### config.mk
export PLATFORM = sky130hd
export DESIGN_NAME = avalon_master_rr_scheduler
export DESIGN_NICKNAME = d
export VERILOG_FILES = /design/src/rtl/avalon_master_rr_scheduler_pkg.sv /design/src/rtl/rr_grant_picker.sv /design/src/rtl/avalon_master_rr_scheduler.sv
export SDC_FILE = /design/constraint.sdc
export NUM_CORES = 1
export LEC_CHECK = 0
export CORE_MARGIN = 2
export CORE_UTILIZATION = 36
export CTS_BUF_LIST = sky130_fd_sc_hd__clkbuf_16
export DETAILED_ROUTE_END_ITERATION = 8
export HOLD_SLACK_MARGIN = 0.15
export PLACE_DENSITY_LB_ADDON = 0.25
export SLEW_MARGIN = 20
export SYNTH_ARGS = -nofsm -noshare
export SYNTH_HDL_FRONTEND = slang
export SYNTH_SLANG_ARGS = --single-unit
### constraint.sdc
create_clock -name clk -period 1.9 [get_ports clk]
set_input_delay 0.285 -clock clk [delete_from_list [all_inputs] [get_ports clk]]
set_output_delay 0.285 -clock clk [all_outputs]
set_load 0.05 [all_outputs]
### src/rtl/avalon_master_rr_scheduler_pkg.sv
// ms_sched_pkg: shared types and constants for the Avalon-MM
// round-robin master scheduler.
package ms_sched_pkg;

    typedef enum logic [1:0] {
        IDLE = 2'd0,
        XFER = 2'd1,
        FIN  = 2'd2
    } state_t;

    localparam int WORD_BYTES = 4;

    // Index following idx, wrapping back to 0 after n-1
    function automatic int rr_next(input int idx, input int n);
        return (idx + 1 >= n) ? 0 : idx + 1;
    endfunction

endpackage

### src/rtl/rr_grant_picker.sv
// rr_grant_picker: first request at or after the round-robin pointer,
// wrapping modulo NUM_REQ; purely combinational.
module rr_grant_picker #(
    parameter int NUM_REQ = 2,
    parameter int IDX_W   = 1
) (
    input  logic [NUM_REQ-1:0] req,
    input  logic [IDX_W-1:0]   ptr,
    output logic [NUM_REQ-1:0] grant,
    output logic [IDX_W-1:0]   index,
    output logic               any_req
);

    logic found;
    int   c;

    // Scan requesters starting at ptr and take the first one pending
    always_comb begin
        grant   = '0;
        index   = '0;
        any_req = |req;
        found   = 1'b0;
        c       = 0;
        for (int k = 0; k < NUM_REQ; k++) begin
            c = int'(ptr) + k;
            if (c >= NUM_REQ) begin
                c = c - NUM_REQ;
            end
            if (!found && req[c]) begin
                found    = 1'b1;
                grant[c] = 1'b1;
                index    = IDX_W'(c);
            end
        end
    end

endmodule

### src/rtl/avalon_master_rr_scheduler.sv
// avalon_master_rr_scheduler: shares one Avalon-MM master port between
// NUM_REQ requesters, granting whole transfers in round-robin order.
module avalon_master_rr_scheduler
    import ms_sched_pkg::*;
#(
    parameter int NUM_REQ = 2,
    parameter int ADDR_W  = 32,
    parameter int DATA_W  = 32,
    parameter int LEN_W   = 8
) (
    input  logic                      clk,
    input  logic                      reset_n,
    input  logic [NUM_REQ-1:0]        req_valid,
    input  logic [NUM_REQ-1:0]        req_write,
    input  logic [NUM_REQ*ADDR_W-1:0] req_address,
    input  logic [NUM_REQ*LEN_W-1:0]  req_length,
    input  logic [NUM_REQ*DATA_W-1:0] req_writedata,
    output logic [NUM_REQ-1:0]        data_ack,
    output logic [DATA_W-1:0]         rd_data,
    output logic [NUM_REQ-1:0]        done,
    output logic                      busy,
    output logic [ADDR_W-1:0]         master_address,
    output logic                      master_read,
    output logic                      master_write,
    output logic [DATA_W-1:0]         master_writedata,
    input  logic [DATA_W-1:0]         master_readdata,
    input  logic                      master_waitrequest
);

    localparam int IDX_W = (NUM_REQ > 1) ? $clog2(NUM_REQ) : 1;

    state_t             state;
    logic [IDX_W-1:0]   ptr;
    logic [IDX_W-1:0]   owner;
    logic [ADDR_W-1:0]  addr;
    logic [LEN_W-1:0]   remaining;
    logic               read_q;
    logic               write_q;

    logic [NUM_REQ-1:0] grant_oh;
    logic [IDX_W-1:0]   grant_idx;
    logic               any_req;

    logic [ADDR_W-1:0]  sel_addr;
    logic [LEN_W-1:0]   sel_len;
    logic               sel_write;
    logic [IDX_W-1:0]   next_ptr;
    logic [DATA_W-1:0]  own_wdata;
    logic [NUM_REQ-1:0] owner_oh;
    logic               accept;
    logic               last_word;

    rr_grant_picker #(
        .NUM_REQ (NUM_REQ),
        .IDX_W   (IDX_W)
    ) u_picker (
        .req     (req_valid),
        .ptr     (ptr),
        .grant   (grant_oh),
        .index   (grant_idx),
        .any_req (any_req)
    );

    // Transfer fields of the requester that would be granted now
    always_comb begin
        sel_addr  = req_address[int'(grant_idx)*ADDR_W +: ADDR_W];
        sel_len   = req_length[int'(grant_idx)*LEN_W +: LEN_W];
        sel_write = |(req_write & grant_oh);
        next_ptr  = IDX_W'(rr_next(int'(grant_idx), NUM_REQ));
    end

    // Owner decode, word acceptance and live write-data selection
    always_comb begin
        own_wdata = req_writedata[int'(owner)*DATA_W +: DATA_W];
        owner_oh  = NUM_REQ'(1) << owner;
        accept    = (read_q | write_q) & ~master_waitrequest;
        last_word = (remaining == LEN_W'(1));
    end

    // Grant, latch transfer fields, step words, then one completion beat
    always_ff @(posedge clk or negedge reset_n) begin
        if (!reset_n) begin
            state     <= IDLE;
            ptr       <= '0;
            owner     <= '0;
            addr      <= '0;
            remaining <= '0;
            read_q    <= 1'b0;
            write_q   <= 1'b0;
        end else begin
            unique case (state)
                IDLE: begin
                    if (any_req) begin
                        owner     <= grant_idx;
                        addr      <= sel_addr;
                        remaining <= sel_len;
                        ptr       <= next_ptr;
                        if (sel_len != '0) begin
                            read_q  <= ~sel_write;
                            write_q <= sel_write;
                            state   <= XFER;
                        end else begin
                            state   <= FIN;
                        end
                    end
                end
                XFER: begin
                    if (accept) begin
                        addr      <= addr + ADDR_W'(WORD_BYTES);
                        remaining <= remaining - LEN_W'(1);
                        if (last_word) begin
                            read_q  <= 1'b0;
                            write_q <= 1'b0;
                            state   <= FIN;
                        end
                    end
                end
                FIN: begin
                    state <= IDLE;
                end
                default: begin
                    state <= IDLE;
                end
            endcase
        end
    end

    // Bus drive and per-requester handshakes
    always_comb begin
        master_address   = addr;
        master_read      = read_q;
        master_write     = write_q;
        master_writedata = write_q ? own_wdata : '0;
        data_ack         = accept ? owner_oh : '0;
        rd_data          = (accept & read_q) ? master_readdata : '0;
        done             = (state == FIN) ? owner_oh : '0;
        busy             = (state != IDLE);
    end

endmodule

# Word level (Yosys, flattened, before mapping)
# Cells that the tools add are included.
# word_totals
inputBits,183
elab_cells,93
regBits,46
# classes
magnitude_cmp,7
n_eq_ne,7
addsub,6
muxes,41
reduce_logical,14
bitwise_logic,7
n_shift,4
# ops
op,count
$mux W32,6
$shiftx A64 B7 Y32,2
$ge A32 B1 Y1 const B,2
$lt A32 B3 Y1 const B,2
$pmux W32 S2,1
$add A32 B3 Y32 const B,1
$ge A32 B3 Y1 const B,1
$sub A32 B3 Y32 const B,1
$mux W1,18
$mux W2,8
$mux W8,2
$pmux W8 S2,1
$shiftx A16 B5 Y8,1
$eq A8 B1 Y1 const B,1
$ne A2 B2 Y1 const B,4
$reduce_bool A8 Y1,1
$sub A8 B1 Y8 const B,1
$reduce_and A3 Y1,2
$reduce_and A5 Y1,1
$add A1 B1 Y2 const B,2
$pmux W1 S2,2
$pmux W2 S2,1
$reduce_bool A2 Y1,2
$reduce_or A2 Y1,2
16 further kinds,21

# Logic depth before layout (Yosys ltp)
# depth
depth_word,15
ltp_mapped,7
depth_no_buf,7

# By module
# Synthesis repeated with hierarchy kept, for this count alone.
# hier_totals
cells_unflattened,509
area_unflattened_um2,4032.6
# modules_own_cells
mod,n_inst,cells_each,seq_area_each_um2,area_each_um2
avalon_master_rr_scheduler,1,504,1151.1,4000.1
rr_grant_picker,1,5,0.0,32.5

# Worst setup path after synthesis
# OpenSTA, ideal clock, no wires.
# synth_path
path_kind,register to output
startpoint,reg owner
endpoint,out done[0]
stages_incl_launch_ff,4
slack_ns,-0.372
arrival_time_ns,1.987
path_cell_list,dfrtp_1 clkbuf_1 buf_2 nor3b_1
# synth_via
elab_chain_cells,2
# synth_rtl
item,line,text
"start, declared",avalon_master_rr_scheduler.sv:34,logic [IDX_W-1:0] owner;
"start signal, assigned",avalon_master_rr_scheduler.sv:94,owner <= grant_idx;
$shl A1 B1 Y2,avalon_master_rr_scheduler.sv:75,owner_oh = NUM_REQ'(1) << owner;
$mux W2,avalon_master_rr_scheduler.sv:136,done = (state == FIN) ? owner_oh : '0;
"end, declared",avalon_master_rr_scheduler.sv:20,"output logic [NUM_REQ-1:0] done,"
# No other way between the ends.

# Worst setup path after layout
# layout_path
startpoint,in master_waitrequest
endpoint,out rd_data[19]
# layout_via
elab_chain_cells,4
# layout_rtl
item,line,text
"start, declared",avalon_master_rr_scheduler.sv:27,input logic master_waitrequest
$not A1 Y1,avalon_master_rr_scheduler.sv:76,accept = (read_q | write_q) & ~master_waitrequest;
$and A1 B1 Y1,avalon_master_rr_scheduler.sv:76,
$and A1 B1 Y1,avalon_master_rr_scheduler.sv:135,rd_data = (accept & read_q) ? master_readdata : '0;
$mux W32,avalon_master_rr_scheduler.sv:135,
"end, declared",avalon_master_rr_scheduler.sv:19,"output logic [DATA_W-1:0] rd_data,"
# No other way between the ends.

==> summary.md <==
| Metric | Value |
|---|---|
| Routed wire per std cell | `a little under 20 um` |
| Synth cell types | `63` |
| Switching part of the total power | `roughly half` |
| Clock skew | `between 0.005 and 0.006 ns` |
| CP peak stage delay | `0.42 ns` |
| Slew Limit Fails | `0` |
| EDFF count, synth | `0` |
| Vias/cell | `between 5 and 6` |
| Unrepaired setup endpoints after global routing | `true` |
| Critical path arrival | `~1.6 ns` |
| Most frequent cells in the layout | `198 x clkdlybuf4s50_1, 74 x buf_12, 73 x buf_4` |
| Buffers on Ports | `~290` |
| Antenna cells | `0` |
| Mapped Nets | `between 600 and 700` |
| Synthesized area | `between 4000 and 5000 um^2` |
| Synth warn | `0` |
| Layout cell share with drive strength beyond 1 | `a little under 30%` |
| Crit path max fanout | `16` |
| Seq/Total Area, Yosys | `between 20 and 30%` |
| Clock Latency Late Sink | `approximately 0.29 ns` |
| Setup Total Neg Slack | `0 ns` |
| Vias | `between 5000 and 6000` |
| Clock Path Buffers | `2` |
| Core area | `around 11000 um^2` |
| Worst slack at placement | `-0.2219 ns` |
| Antenna Nets Post-Route | `0` |
| Register bit total from synthesis | `between 40 and 50` |
| Main synth FF type | `dfrtp_1` |
| 1st-iter DRT viols | `between 400 and 500` |
| First-pass GRT wire length | `~30 mm` |
| DRC Markers | `0` |
| Util after Layout | `75.49%` |
| Clock power share | `6.5%` |
| FP Rows | `39` |
| Achievable Freq | `539.1 MHz` |
| Commonest non-fill, non-tap cell in the layout | `clkdlybuf4s50_1` |
| Clk pin slew, worst setup/hold paths | `approximately 0.07 ns` |
| Final setup violation count | `0` |
| Post-layout min period | `between 1.5 and 2 ns` |
| Die height | `111.0 um` |
| CP max stage cell | `clkdlybuf4s50_1` |
| Slew HR | `63.89%` |
| Worst hold slack | `0.5097 ns` |
| Die width | `111.0 um` |
| Setup WS post-layout | `around 0.045 ns` |
| Layout Nets | `1010` |
| Max-cap viol count | `0` |
| Initial antenna violation count | `0` |
| Slew @ Worst Pin | `between 0.5 and 0.6 ns` |
| Clock sink count | `46` |
| TritonCTS clock tree | `built` |
| Status | `finished, final reports clean` |
| PD cells | `about 1500 nW/um^2` |
| Critical path type | `in -> out` |
| Number of CTS-inserted buffers | `5` |
| Multi-input combinational cell area | `approximately 2900 um^2` |
| VDD IR-drop max | `about 0.82 mV` |
| Effective utilization at floorplan | `between 30% and 40%` |
| I/O Pins | `286` |
| WP data required | `approximately 1.6 ns` |
| Largest net degree at the start of global routing | `36` |
| Vias in the first global route | `around 5500` |
| Routed WL | `approximately 19 mm` |
| Area post-placement | `8285 um^2` |
| Fillers | `between 800 and 900` |
| Area Overhead vs Synth | `106.7%` |
| Switching pwr | `~6.6 mW` |
| Hold Path Class | `in -> async` |
| Instance count of the mapped netlist | `504` |
| Die ar. | `12310 um^2` |
| Tcrit/Tclk final | `a little over nine tenths` |
| Clock root cell | `clkbuf_16` |
| Maximum level of the CTS H-tree | `2` |
| Synthesized area per cell | `8.170 um^2` |
| Final HPWL DP | `around 16 mm` |
| GRT Overall Usage | `29.91%` |
| Global placement routability congestion | `just under 1` |
| Register area | `between 1000 and 1500 um^2` |
| Critical-path cell list | `clkdlybuf4s50_1 > buf_4 > nor2b_4 > clkbuf_16 > and2_1 > buf_12` |
| Gate power share | `76.3%` |
| First drt pass iteration count | `6` |
| Async set-reset flop share out of synthesis | `100.0%` |
| Cell Count, Final, Fillers Out | `just under 1000` |
| Fin. Hold Viols | `0` |
| Overflow after GRT | `0` |
| DP Cell Count | `approximately 960` |
| Flop pwr share | `17.2%` |
| Startpoint types | `input port` |
| Internal power | `about 6.3 mW` |
| Lkg Pwr | `approximately 3.5 nW` |
| Total power | `roughly 13 mW` |
| CP endpoint kind | `primary output` |
| Design area | `between 8000 and 9000 um^2` |
[worst max-delay path, delay by kind of cell]
kind / cells / cell delay [ns]
buffers and inverters: 4 / 0.92
and+or+nand+nor: 2 / 0.36
[power groups by stage]
stage | Sequential, mW | Combinational, mW | Clock, mW
CTS | 2.20 | 9.78 | 0.851
global placement | 2.16 | 9.54 | 0
global route | 2.31 | 10.4 | 0.882
finish | 2.23 | 9.88 | 0.842
floorplan | 3.25 | 4.46 | 0
detailed placement | 2.21 | 9.73 | 0
[cell usage after synthesis (all sizes together), types with 2 or more instances]
library cell	number	share of area [%]
o22a	8	1.7
a221o	4	0.97
inv	6	0.55
or2	3	0.46
ha	3	0.91
o22ai	5	0.76
o21ai	27	3.3
a41oi	2	0.43
nand4	13	2.3
o21a	2	0.36
a32oi	2	0.43
and3	13	2.0
or3	2	0.30
o31ai	2	0.36
a211oi	11	2.2
nor3	20	2.8
nor2b	33	5.0
a211o	3	0.64
clkbuf	19	1.7
mux2i	48	12
a2bb2oi	3	0.64
and2	37	5.6
a21oi	36	4.4
nand2	36	3.3
buf	19	2.6
nand3	18	2.3
nand2b	4	0.61
mux2	13	3.6
a31oi	12	1.8
dfrtp	46	28
a32o	2	0.49
nor4	7	1.1
nor2	27	2.9
[repair_timing]
action,CTS,global route
resized for setup,1,11
endpoints found under the hold margin,19,0
buffers inserted,0,1
gates cloned,0,1
pin swaps,0,2
hold buffers,1,0
setup endpoints to repair,31,16
[routing by layer]
layer	up-vias	global-route usage, %	share of wire [%]
met5	-	0	0
met1	2583	36.50	39
met4	0	6.000	1.8
met2	287	55.30	52
met3	28	5.085	6.8
li1	2506	-	-
[cells by family (layout without fill, tap and decap cells)]
family                   Yosys count  after routing  synth area share, %
AO/OA/AOI/OAI                    132            132                21.36
multiplexers                      61             61                15.22
flip-flops                        46             46                27.95
buffers and inverters             44            365                4.892
adder cells (fa/ha/maj)            3              3               0.9117
AND/OR/NAND/NOR                  218            218                29.66
[sequential cells by signal, summed over array words and instances (netlist names)]
signal,cells
remaining,8
master_write,1
master_read,1
state,2
owner,1
master_address,32
ptr,1
[area by class of cell]
class	instances	share of cell area (%)
inverter	6	0.2647
clock buffer	5	1.470
tap	143	2.103
multi-input combinational	414	34.14
clock inverter	3	0.1323
sequential	46	13.87
timing repair buffer	351	48.02
[final timing paths]
path | startpoint | to | slack, ns | cells after the start
max in group asynchronous | reset_n | master_address[7] | 0.76 | 3
setup reg to reg | master_address[11] | master_address[20] | 0.09 | 5
hold / removal | reset_n | master_address[12] | 0.51 | 2
min in group clk | remaining[7] | remaining[7] | 0.51 | 1
setup / recovery | master_waitrequest | rd_data[19] | 0.05 | 6
hold reg to reg | remaining[7] | remaining[7] | 0.51 | 1
No activity file was read; power rests on OpenSTA's default activity.
